$ cat config.mk
export PLATFORM = sky130hd
export DESIGN_NAME = display_arbiter
export DESIGN_NICKNAME = d
export VERILOG_FILES = /design/src/rtl/display_pkg.sv /design/src/rtl/disp_hold_counter.sv /design/src/rtl/display_arbiter.sv
export SDC_FILE = /design/constraint.sdc
export NUM_CORES = 1
export LEC_CHECK = 0
export BUFFER_PORTS_ARGS = -buffer_cell sky130_fd_sc_hd__buf_2
export CAP_MARGIN = 15
export CORE_MARGIN = 2
export CORE_UTILIZATION = 30
export DETAILED_ROUTE_END_ITERATION = 12
export PLACE_DENSITY_LB_ADDON = 0.15
export SYNTH_ARGS = -nofsm -noshare
export SYNTH_HDL_FRONTEND = slang
export SYNTH_SLANG_ARGS = --single-unit
$ cat constraint.sdc
create_clock -name clk -period 5.1 [get_ports clk]
set_clock_uncertainty 0.1 [all_clocks]
set_input_delay 0.765 -clock clk [delete_from_list [all_inputs] [get_ports clk]]
set_output_delay 0.765 -clock clk [all_outputs]
set_load 0.1 [all_outputs]
$ cat src/rtl/display_pkg.sv
// -----------------------------------------------------------------------------
// display_pkg
// Shared constants and types for the 7-segment display arbitration slice.
//   SEG_BLANK          : one blank digit (all active-low segments off)
//   GRANT_*            : one-hot display owner encodings
//   state_t            : arbiter state (score shown / face-or-alert held)
//   EYES, *_MOUTH      : face glyphs used by face producers and benches
//   face_image()       : packs a face glyph pair into a 4-digit image
// -----------------------------------------------------------------------------
package display_pkg;

    localparam logic [6:0] SEG_BLANK = 7'h7F;

    localparam logic [2:0] GRANT_SCORE = 3'b001;
    localparam logic [2:0] GRANT_ALERT = 3'b010;
    localparam logic [2:0] GRANT_FACE  = 3'b100;

    typedef enum logic {
        ST_IDLE,
        ST_HOLD
    } state_t;

    localparam logic [6:0] HAPPY_MOUTH = 7'b1110000;
    localparam logic [6:0] SAD_MOUTH   = 7'b1000110;
    localparam logic [6:0] EYES        = 7'b1110110;

    // Eyes on HEX3, mouth on HEX2, the two low digits blank.
    function automatic logic [27:0] face_image(input logic [6:0] eyes,
                                               input logic [6:0] mouth);
        return {eyes, mouth, SEG_BLANK, SEG_BLANK};
    endfunction

endpackage

$ cat src/rtl/disp_hold_counter.sv
// -----------------------------------------------------------------------------
// disp_hold_counter
// Counts 1 s ticks while a face/alert grant is held and flags the last one.
//   clk, rst : clock, synchronous active-low reset
//   clear    : restart the count at 0 (grant entry, including back-to-back)
//   enable   : count only while the arbiter is holding
//   tick     : one-cycle pulse per second
//   expire   : combinational pulse on the HOLD_TICKS-th counted tick
// -----------------------------------------------------------------------------
module disp_hold_counter #(
    parameter int HOLD_TICKS = 2
) (
    input  logic clk,
    input  logic rst,
    input  logic clear,
    input  logic enable,
    input  logic tick,
    output logic expire
);

    localparam int W = $clog2(HOLD_TICKS + 1);
    localparam logic [W-1:0] LAST = W'(HOLD_TICKS - 1);

    logic [W-1:0] cnt;

    assign expire = enable && tick && (cnt == LAST);

    // NOTE: state registers use non-blocking assignments so every flop
    // samples the pre-edge values, independent of block ordering.
    always_ff @(posedge clk) begin
        if (!rst) begin
            cnt <= '0;
        end else if (clear || expire) begin
            // Wrapping on expiry keeps cnt at or below HOLD_TICKS-1.
            cnt <= '0;
        end else if (enable && tick) begin
            cnt <= cnt + W'(1);
        end
    end

endmodule

$ cat src/rtl/display_arbiter.sv
// -----------------------------------------------------------------------------
// display_arbiter
// Time-shares the 4-digit active-low 7-segment display between face (highest),
// alert (middle) and the live score (default). Face/alert requests are latched,
// granted, snapshotted and held for HOLD_TICKS seconds, then the score returns.
//   clk, rst                 : clock, synchronous active-low reset
//   tick                     : 1 s pulse from the shared timer
//   req_face, face_eyes/mouth: face request pulse and glyphs
//   req_alert, alert_seg     : alert request pulse and 4-digit image
//   score_seg                : live score image
//   seg_out                  : registered display image
//   grant                    : one-hot owner (001 score, 010 alert, 100 face)
//   tick_enable              : runs the shared second timer during a hold
//   busy                     : face or alert hold in progress
// -----------------------------------------------------------------------------
module display_arbiter
    import display_pkg::*;
#(
    parameter int HOLD_TICKS = 2
) (
    input  logic        clk,
    input  logic        rst,
    input  logic        tick,
    input  logic        req_face,
    input  logic [6:0]  face_eyes,
    input  logic [6:0]  face_mouth,
    input  logic        req_alert,
    input  logic [27:0] alert_seg,
    input  logic [27:0] score_seg,
    output logic [27:0] seg_out,
    output logic [2:0]  grant,
    output logic        tick_enable,
    output logic        busy
);

    state_t      state, state_n;
    logic        pend_face, pend_face_n;
    logic        pend_alert, pend_alert_n;
    logic [27:0] seg_n;
    logic [2:0]  grant_n;
    logic        tick_enable_n;
    logic        busy_n;
    logic        take_face, take_alert;
    logic        cnt_clear;
    logic        expire;

    disp_hold_counter #(
        .HOLD_TICKS (HOLD_TICKS)
    ) u_hold_counter (
        .clk    (clk),
        .rst    (rst),
        .clear  (cnt_clear),
        .enable (state == ST_HOLD),
        .tick   (tick),
        .expire (expire)
    );

    // NOTE: every signal driven here gets a default first, so no path
    // leaves one unassigned and no latch is inferred.
    always_comb begin
        state_n       = state;
        seg_n         = seg_out;
        grant_n       = grant;
        tick_enable_n = tick_enable;
        busy_n        = busy;
        take_face     = 1'b0;
        take_alert    = 1'b0;
        cnt_clear     = 1'b0;

        unique case (state)
            ST_IDLE: begin
                seg_n         = score_seg;
                grant_n       = GRANT_SCORE;
                tick_enable_n = 1'b0;
                busy_n        = 1'b0;
                if (req_face || pend_face) begin
                    take_face = 1'b1;
                end else if (req_alert || pend_alert) begin
                    take_alert = 1'b1;
                end
            end
            ST_HOLD: begin
                // Only latched requests chain at expiry; a pulse arriving on
                // the expiry edge is latched and served from IDLE next cycle.
                if (expire) begin
                    if (pend_face) begin
                        take_face = 1'b1;
                    end else if (pend_alert) begin
                        take_alert = 1'b1;
                    end else begin
                        state_n       = ST_IDLE;
                        seg_n         = score_seg;
                        grant_n       = GRANT_SCORE;
                        tick_enable_n = 1'b0;
                        busy_n        = 1'b0;
                    end
                end
            end
            default: state_n = ST_IDLE;
        endcase

        // Grant entry: snapshot the source once and restart the hold count.
        if (take_face) begin
            state_n       = ST_HOLD;
            seg_n         = face_image(face_eyes, face_mouth);
            grant_n       = GRANT_FACE;
            tick_enable_n = 1'b1;
            busy_n        = 1'b1;
            cnt_clear     = 1'b1;
        end else if (take_alert) begin
            state_n       = ST_HOLD;
            seg_n         = alert_seg;
            grant_n       = GRANT_ALERT;
            tick_enable_n = 1'b1;
            busy_n        = 1'b1;
            cnt_clear     = 1'b1;
        end

        // A grant absorbs a same-cycle request for the same source; repeated
        // pulses otherwise collapse into one pending bit.
        pend_face_n  = take_face  ? 1'b0 : (pend_face  || req_face);
        pend_alert_n = take_alert ? 1'b0 : (pend_alert || req_alert);
    end

    always_ff @(posedge clk) begin
        if (!rst) begin
            state       <= ST_IDLE;
            pend_face   <= 1'b0;
            pend_alert  <= 1'b0;
            seg_out     <= {4{SEG_BLANK}};
            grant       <= GRANT_SCORE;
            tick_enable <= 1'b0;
            busy        <= 1'b0;
        end else begin
            state       <= state_n;
            pend_face   <= pend_face_n;
            pend_alert  <= pend_alert_n;
            seg_out     <= seg_n;
            grant       <= grant_n;
            tick_enable <= tick_enable_n;
            busy        <= busy_n;
        end
    end

endmodule

# [Yosys cells after proc, flatten, opt, wreduce, memory -nomap -nowiden]
# Index checks and enable logic that the tools add are counted.
[op_classes] n_lt_le_gt_ge=0 n_bitwise=2 muxes=35 reduce_logical=10 eq_ne=7 div=0 n_shift=0 addsub=1 n_mul=0
[op_table] cell="$mux W28" n=5
[op_table] cell="$pmux W28 S2" n=1
[op_table] cell="$mux W1" n=20
[op_table] cell="$mux W3" n=5
[op_table] cell="$ne A4 B2 Y1 const B" n=2
[op_table] cell="$ne A3 B2 Y1 const B" n=2
[op_table] cell="$pmux W1 S2" n=3
[op_table] cell="$pmux W3 S2" n=1
[op_table] cell="$reduce_and A3 Y1" n=2
[op_table] cell="$reduce_or A2 Y1" n=3
[op_table] cell="$ne A4 B1 Y1 const B" n=1
[op_table] cell="$logic_or A1 B1 Y1" n=3
[op_table] cell="$ne A3 B1 Y1 const B" n=1
[op_table] cell="$add A2 B1 Y2 const B" n=1
[op_table] cell="$eq A2 B1 Y1 const B" n=1
[op_table] cell="$logic_and A1 B1 Y1" n=2
[op_table] cell="$not A1 Y1" n=2
[totals] out_inout_bits=33 mem_bits_rw=0 mem_count=0 ff_bits=37 latchBits=0 romBits=0 inputBits=75

# [Logic depth before layout (Yosys ltp)]
# Gate-level depths: netlist (run 1).
[depth] word_depth=8 ltp_mapped=9 ltp_nobuf=7

# [By module]
# A second synthesis (run 1) with hierarchy kept.
[unflattened] hier_cells=244 hier_area_um2=2090.8
[modules_own_cells] module="display_arbiter" instances=1 area_each_um2=1965.6 cells_per_inst=232
[modules_own_cells] module="disp_hold_counter" instances=1 area_each_um2=125.1 cells_per_inst=12

# [Worst setup path before layout (run 1)]
# OpenSTA, ideal clock, no wires.
[synth_timing] kind="register to output" start="reg busy (netlist name)" end="out tick_enable" path_stages_with_launch=2 arrival_time_ns=1.373 path_slack_ns=2.862 required_time_ns=4.235 path_cell_list="dfxtp_1 -> buf_4"
[synth_rtl] element="end: declaration" line_no="display_arbiter.sv:32" source="output logic tick_enable,"

# [Worst setup path in the final report (run 1)]
[layout_timing] start="in tick" end="reg seg_out[1]"
[layout_via] elab_chain_len=6 word_cells_on_any_way=12
[layout_rtl] element="start: declaration" line_no="display_arbiter.sv:23" source="input logic tick,"
[layout_rtl] element="$logic_and A1 B1 Y1 (*) (2 in series)" line_no="disp_hold_counter.sv:26" source="assign expire = enable && tick && (cnt == LAST);"
[layout_rtl] element="$mux W1" line_no="display_arbiter.sv:85" source="if (expire) begin"
[layout_rtl] element="$pmux W1 S2" line_no="display_arbiter.sv:70" source="unique case (state)"
[layout_rtl] element="$ne A3 B1 Y1 (no source line) / $ne A3 B2 Y1 (equally long branches)"
[layout_rtl] element="$reduce_and A3 Y1 (no source line)"
[layout_rtl] element="end signal: assignment" line_no="display_arbiter.sv:130" source="seg_out <= {4{SEG_BLANK}};"
[layout_rtl] element="end signal: assignment" line_no="display_arbiter.sv:138" source="seg_out <= seg_n;"
[layout_rtl] element="end: declaration" line_no="display_arbiter.sv:30" source="output logic [27:0] seg_out,"
# Every way passes the cells marked *; elsewhere a longest branch is shown, timed or not.
# A chain may end at the register's enable or synchronous reset.

==> impl_results.md, run 1 <==
- Status: complete, no violations
- Setup bufs post-CTS: 0
- Largest net degree at the start of global routing: 20
- Clock root cell: clkbuf_8
- Critical-path top delay cell: a21oi_2
- P_leak: 1.13 nW
- Post-route cell area: 2320 sq um
- Unrepaired setup endpoints after global routing: false
- Max Used Layer: met4
- Max FO, Critical Path: 19
- Hold buffer count at CTS: 0
- Met1 WL: 2.15 mm
- Die height: 78.4 microns
- Endpoints failing setup: 0
- Maximum buffer depth of the clock tree: 2
- Worst-Skew Late Latency: 0.29 ns
- Asr flop ratio synth: 0%
- TritonCTS Buffers: 5
- Maximum achievable frequency: 361 MHz
- Critical path cell sequence: buf_2, a21oi_2, nor2_2, nor2b_1, buf_4, nand4_1
- Metal2 WL: 2.32 mm
- Io pins: 108
- RePlAce Congestion: 0.757
- GRT Residual Overflow: 0
- Post-Syn Area: 1660 sq um
- Max VDD drop: 0.000171 V
- Maximum Capacitance Violations: 0
- Period utilization: 54.4%
- # fillers: 577
- Initial DRT Pass Iterations: 4
- Hold Slack: 0.362 ns
- Num rows: 27
- Vias per Instance: 4.84
- Post-DP HPWL: 3.63 mm
- Initial antenna violation count: 0
- Core Area: 5440 sq um
- Area Overhead vs Synth: 39.9%
- Relative slew slack: 33.6%
- Global-route wire length before repair: 7.87 mm
- Final #Nets: 379
- Total track usage: 16.2%
- Met3 routed WL: 369 microns
- Clock-pin transition on the worst setup and hold timing paths: 0.07 ns
- Initial Utilization: 30.5%
- Total Power: 1.07 mW
- Final WS setup: 2.33 ns
- Share of layout cells above drive strength 1: 39.8%
- Seq/Total Area, Yosys: 44.6%
- Power Density: 460 nW/um^2
- Placed instance area: 2230 sq um
- Worst slack, placed: 2.02 ns
- Detail Route Antenna Nets: 0
- Most frequent cells in the layout: buf_2, nand2_1, dfxtp_1
- N_diodes: 0
- Fin. max-slew vios: 0
- Crit path kind: input pin to flop
- FF+latch count, synth: 37
- WL/cell: 13.1 microns
- Arrival @ worst endpoint: 2.84 ns
- Gate Count Post-Synth: 200
- Sink Count: 37
- DRC: 0
- Die Footprint: 6140 sq um
- # port buffers: 107
- Post-Synthesis Net Count: 276
- Warnings, synthesis: 0
- WL final: 4.91 mm
- CTS tree: built
- CP Capture Type: flop
- Number of H-tree levels: 2
- PostCTS Resize Cnt: 0
- Post-Route Setup TNS: 0 ns
- Die Width: 78.4 microns
- Library cells used by synthesis: 28
- Leading cell type in the layout, fill and taps excluded: buf_2
- EDFF count, synth: 0
- Slew @ Worst Pin: 0.993 ns
- Critical path's largest stage delay: 0.67 ns
- Worst EP required: 5.16 ns
- Top_reg_cell synth: dfxtp_1
- Vias in the first global route: 1,752
- Min cycle time layout: 2.77 ns
- Via Count: 1,818
- Mean Syn Cell Area: 8.30 sq um
- Hold Crit Class: flop to flop
- Final hold vios: 0
- Startpoint types: input pin
- Detailed Route Iter0 Violations: 79
-- worst max-delay path: cells and delay by family --
family / cells / cell delay [ns]
AO/OA/AOI/OAI: 1 / 0.67
buffers and inverters: 2 / 0.40
AND/OR/NAND/NOR: 3 / 0.99
-- area by class of cell --
class	instances	area, sq um	area share, %
clock buffers	5	68.8	2.96
clock inverters	3	17.5	0.755
inverters	4	15.0	0.647
multi-input cells	144	823	35.5
flip-flops and latches	37	741	31.9
well taps	72	90.1	3.88
repair buffers	111	566	24.4
-- flip-flops by register name, summed over array words and instances (netlist names) --
signal,cells
grant,3
pend_alert,1
pend_face,1
busy,1
u_hold_counter.cnt,2
state,1
seg_out,28
-- final timing paths --
| check | to | cells past startpoint | slack, ns | start |
|---|---|---|---|---|
| max | seg_out[1] | 6 | 2.33 | tick |
| min | grant[0] | 1 | 0.36 | grant[0] |
| max reg2reg | seg_out[1] | 7 | 2.35 | u_hold_counter.cnt[1] |
| min reg2reg | grant[0] | 1 | 0.36 | grant[0] |
-- cells by family after synthesis --
family | Yosys count | synth area share (%)
compound gates | 27 | 12.5
simple gates | 102 | 27.9
flops | 37 | 44.6
fa+ha+maj | 1 | 0.754
buf+inv | 19 | 5.73
mux | 14 | 8.45
-- routing by layer --
layer / up-vias / GRT usage, %
met5: - / 0
met4: 0 / 5.79
met3: 8 / 4.94
met2: 80 / 26.9
met1: 815 / 19.8
li1: 915 / -
-- cells in the mapped netlist, types with 4 or more instances --
library cell  count  area (sq um)
a21oi_1           5          25.0
buf_2             4          20.0
clkbuf_1          8          30.0
dfxtp_1          37           741
inv_1             4          15.0
mux2i_1          14           140
nand2_1          59           221
nand3_1          14          70.1
nand4_1          14          87.6
nor2_1            4          15.0
o2111ai_1        14           123
-- per-stage QoR --
| step | cells | utilization, % |
|---|---|---|
| after detailed placement | 367 | 40.9 |
| after floorplan | 200 | - |
| final | 376 | 42.7 |
| after global placement | 367 | 40.9 |
| after global routing | 376 | 42.7 |
| after CTS | 375 | 42.5 |
-- power breakdown --
group | switching, mW | internal (mW)
logic | 0.411 | 0.0998
registers | 0.0240 | 0.332
clock network | 0.106 | 0.0943
total | 0.541 | 0.526
No activity file was read; power rests on OpenSTA's default activity.
==> inputs of run 2 (changes only) <==
==> constraint.sdc (replaced) <==
create_clock -name clk -period 2.25 [get_ports clk]
set_clock_uncertainty 0.1 [all_clocks]
set_input_delay 0.3375 -clock clk [delete_from_list [all_inputs] [get_ports clk]]
set_output_delay 0.3375 -clock clk [all_outputs]
set_load 0.1 [all_outputs]
==> run 2 against run 1 <==
  * First-iteration DRC count down 1.3%
  * Utilization increased by 1.6 points
  * Sequential share of layout area shrank 1.1 points
  * Global-route usage up 0.41 points
  * Non-clock buffer count up 5
  * Final area increased by 3.7%
  * Cell count rose by 1.3%
  * Highest routed layer unchanged
==> impl_results.md, run 2 (synthesized netlist as in run 1, its figures left out) <==
- Global-route wire length before repair: 8.01 mm
- Clock root cell: clkbuf_8
- Initial antenna violation count: 0
- Die Footprint: 6140 sq um
- CP Capture Type: flop
- TritonCTS Buffers: 5
- Largest register FFs: 28
- Via Count: 1,826
- RePlAce Congestion: 0.740
- Largest Register: seg_out
- Startpoint types: flop
- Hold buffer count at CTS: 0
- Period utilization: 86.6%
- Hold Crit Class: input pin to flop
- Maximum buffer depth of the clock tree: 2
- Initial Utilization: 30.5%
- Relative slew slack: 53.2%
- Final #Nets: 384
- WHS Path Cells: 3
- Io pins: 108
- Post-DP HPWL: 3.58 mm
- Hold Slack: 0.156 ns
- Detail Route Antenna Nets: 0
- Final WS setup: 0.302 ns
- Fin. max-slew vios: 0
- GRT Residual Overflow: 0
- Logic gate share of total power: 44.0%
- Final std cells w/o fill: 381
- Worst r2r path cells: 6
- WL/cell: 12.9 microns
- Largest net degree at the start of global routing: 19
- Post-route cell area: 2410 sq um
- Power Density: 1110 nW/um^2
- Maximum Capacitance Violations: 0
- Endpoints failing setup: 0
- Top flop regs: seg_out: 28 flops, grant: 3 flops, u_hold_counter.cnt: 2 flops
- Most frequent cells in the layout: buf_2, nand2_1, dfxtp_1
- Worst EP required: 2.32 ns
- Clock Power Share: 25.7%
- Core Area: 5440 sq um
- Crit path kind: flop to flop
- CTS tree: built
- Area Overhead vs Synth: 45.0%
- Net Sw Frac: 46.2%
- PostCTS Resize Cnt: 0
- WL final: 4.93 mm
- Sink Count: 37
- Total track usage: 16.6%
- Detailed Route Iter0 Violations: 78
- Critical path cell sequence: ha_1, a21oi_2, nor2_2, nor2b_1, buf_4, nor3b_1
- Max VDD drop: 0.000414 V
- Arrival @ worst endpoint: 2.02 ns
- Total Power: 2.66 mW
- Critical path's largest stage delay: 0.56 ns
- Number of H-tree levels: 2
- Placed Cells: 373
- Post-Route Setup TNS: 0 ns
- Max FO, Critical Path: 18
- Switch Pwr: 1.23 mW
- Share of layout cells above drive strength 1: 40.8%
- Die Width: 78.4 microns
- Maximum achievable frequency: 513 MHz
- Min cycle time layout: 1.95 ns
- # fillers: 530
- Vias per Instance: 4.79
- Worst slack, placed: 0.298 ns
- P_leak: 1.18 nW
- Die height: 78.4 microns
- Critical-path top delay cell: nor2_2
- Unrepaired setup endpoints after global routing: false
- Setup bufs post-CTS: 0
- Final hold vios: 0
- Worst-Skew Late Latency: 0.28 ns
- N_diodes: 0
- Leading cell type in the layout, fill and taps excluded: buf_2
- Num rows: 27
- Initial DRT Pass Iterations: 6
- Int Power: 1.43 mW
- Status: complete, no violations
- Vias in the first global route: 1,762
- Reg power frac: 30.3%
- # port buffers: 107
- Multi-input logic area: 823 sq um
- Clock-pin transition on the worst setup and hold timing paths: 0.08 ns
- DRC: 0
- Final Util: 44.2%
- FF/Latch Area: 741 sq um
- Slew @ Worst Pin: 0.701 ns
- Placed instance area: 2270 sq um
[run 2: final timing paths]
path | end | start | slack, ns
setup / recovery | u_hold_counter.cnt[0] | u_hold_counter.cnt[0] | 0.30
hold reg to reg | seg_out[17] | seg_out[17] | 0.37
hold / removal | seg_out[13] | alert_seg[13] | 0.16
setup reg to reg | u_hold_counter.cnt[0] | u_hold_counter.cnt[0] | 0.30
[run 2: layer usage]
| metal | wire length, microns | share of wire [%] | global-route usage, % |
|---|---|---|---|
| met2 | 2420 | 49 | 28.3 |
| met5 | 0 | 0 | 0 |
| met1 | 2110 | 43 | 20.4 |
| met4 | 39 | 0.79 | 5.44 |
| met3 | 371 | 7.5 | 4.48 |
[run 2: power by group through the flow]
stage / sequential (mW) / combinational, mW / clock, mW
after floorplan: 1.46 / 0.308 / 0
after global placement: 0.820 / 1.18 / 0
after detailed placement: 0.819 / 1.18 / 0
after CTS: 0.806 / 1.18 / 0.701
after global routing: 0.820 / 1.24 / 0.740
final: 0.806 / 1.17 / 0.684
[run 2: cell type report]
type	instances	share of cell area, %
flip-flops and latches	37	30.8
multi-input cells	144	34.2
clock buffers	5	2.86
clock inverters	3	2.70
well taps	72	3.74
inverters	4	0.624
repair buffers	116	25.1
[run 2: critical path, delay by kind of cell (launching register included)]
family,cells,cell delay [ns]
buffers and inverters,1,0.23
AOI/OAI and AO/OA,1,0.09
and+or+nand+nor,3,0.82
DFF,1,0.37
adders and majority gates,1,0.24
==> inputs of run 3 (changes only) <==
==> constraint.sdc (replaced) <==
create_clock -name clk -period 2.2 [get_ports clk]
set_clock_uncertainty 0.1 [all_clocks]
set_input_delay 0.33 -clock clk [delete_from_list [all_inputs] [get_ports clk]]
set_output_delay 0.33 -clock clk [all_outputs]
set_load 0.1 [all_outputs]
==> run 3 against run 2 <==
  * Die area unchanged
  * Worst hold slack lost 0.0047 ns
  * Cell count unchanged
  * Utilization decreased by 0.60 points
  * First-iteration DRC count fell by 2.6%
  * Total power is 4.0% lower
  * Routed wire length is 0.36% higher
  * Combinational power about the same
==> impl_results.md, run 3 (synthesized netlist as in run 1, its figures left out) <==
- Status: complete, no violations
- Via Count: 1,806
- Most frequent cells in the layout: buf_2, nand2_1, dfxtp_1
- Hold buffer count at CTS: 0
- WL/cell: 13.0 microns
- Hold Crit Class: input pin to flop
- Largest net degree at the start of global routing: 19
- Detail Route Antenna Nets: 0
- Period utilization: 89.4%
- Arrival @ worst endpoint: 2.05 ns
- Initial antenna violation count: 0
- Most crowded layer after global routing: met2
- Post-Route Setup TNS: 0 ns
- Largest Register: seg_out
- Placed Cells: 373
- CTS tree: built
- CP Buf/Inv Count: 1
- Multi-input logic area: 823 sq um
- Max VDD drop: 0.000434 V
- Relative slew slack: 50.5%
- GR Layer Usage met2: 27.6%
- Maximum achievable frequency: 508 MHz
- Number of H-tree levels: 2
- Num rows: 27
- Leading cell type in the layout, fill and taps excluded: buf_2
- Endpoints failing setup: 0
- WL final: 4.95 mm
- Final std cells w/o fill: 381
- Critical path's largest stage delay: 0.59 ns
- Share of layout cells above drive strength 1: 40.8%
- Crit path kind: flop to flop
- Critical path cell sequence: ha_1, a21oi_2, nor2_2, nor2b_1, buf_4, nor3b_1
- Startpoint types: flop
- Global-route wire length before repair: 8.03 mm
- M1 GR Usage: 21.0%
- Top flop regs: seg_out: 28 flops, grant: 3 flops, u_hold_counter.cnt: 2 flops
- Maximum buffer depth of the clock tree: 2
- Clock-pin transition on the worst setup and hold timing paths: 0.08 ns
- Die Width: 78.4 microns
- Post-DP HPWL: 3.59 mm
- DRC: 0
- Clock root cell: clkbuf_8
- P_leak: 1.16 nW
- # fillers: 551
- Vias in the first global route: 1,732
- Sink Count: 37
- Worst-Skew Late Latency: 0.29 ns
- Initial DRT Pass Iterations: 4
- Min cycle time layout: 1.97 ns
- Maximum Capacitance Violations: 0
- GRT Residual Overflow: 0
- N_diodes: 0
- CP Capture Type: flop
- Power Density: 1080 nW/um^2
- Setup bufs post-CTS: 0
- Largest register FFs: 28
- Total track usage: 16.7%
- Initial Utilization: 30.5%
- Die Footprint: 6140 sq um
- PostCTS Resize Cnt: 0
- Max FO, Critical Path: 18
- Detailed Route Iter0 Violations: 76
- FF/Latch Area: 741 sq um
- Slew @ Worst Pin: 0.741 ns
- Area Overhead vs Synth: 43.1%
- Final #Nets: 384
- Die height: 78.4 microns
- Fin. max-slew vios: 0
- TritonCTS Buffers: 5
- Met3 usage in global routing: 4.71%
- RePlAce Congestion: 0.701
- Unrepaired setup endpoints after global routing: false
- Worst path top cell family by delay: simple AND/OR/NAND/NOR gates
- Worst EP required: 2.28 ns
- Critical-path top delay cell: nor2_2
- # port buffers: 107
- Core Area: 5440 sq um
- Vias per Instance: 4.74
- Io pins: 108
- Final hold vios: 0
-- run 3: cell types whose count changed in the layout (fill, tap and decap cells not counted), sizes merged --
cell / previous run / this run
clkbuf: 5 / 7
bufinv: 2 / 0
-- run 3: final timing paths --
kind,start,endpoint,slack (ns),cells after the start
worst max-delay path,u_hold_counter.cnt[0],u_hold_counter.cnt[1],0.23,6
worst min register to register,seg_out[17],seg_out[17],0.37,2
worst min-delay path,alert_seg[9],seg_out[9],0.15,3
worst max register to register,u_hold_counter.cnt[0],u_hold_counter.cnt[1],0.23,6
-- run 3: layout make-up --
cell class	instances	share of cell area (%)
multi-input combinational	144	34.7
sequential	37	31.2
timing repair buffer	116	25.4
clock buffer	7	4.06
tap	72	3.80
inverter	4	0.633
clock inverter	1	0.211
-- run 3: worst reg2reg max path: cells and delay by family (launching register included) --
family	cells	cell delay (ns)
and+or+nand+nor	3	0.84
DFF	1	0.36
buffers and inverters	1	0.23
adders and majority gates	1	0.24
AOI/OAI and AO/OA	1	0.09
-- run 3: through the flow --
step                      instance area, sq um  utilization (%)  total power, mW  worst slack (ns)  hold WS (ns)
after floorplan                           1660                -             1.80             0.392         0.354
after global placement                    2270             41.8             2.05             0.280         0.341
after detailed placement                  2270             41.8             2.05             0.230         0.345
after CTS                                 2370             43.6             2.59             0.205         0.144
after global routing                      2370             43.6             2.69            0.0337         0.152
final                                     2370             43.6             2.56             0.233         0.151
-- run 3: metal layers --
layer / share of wire (%) / wire length, microns
met5: 0 / 0
met4: 1.1 / 53
met1: 45 / 2250
met2: 46 / 2300
met3: 7.0 / 347
-- run 3: report_power, final --
part	internal (mW)	switching, mW
Combinational	0.249	0.956
Sequential	0.770	0.0561
Clock	0.283	0.244
Total	1.30	1.26
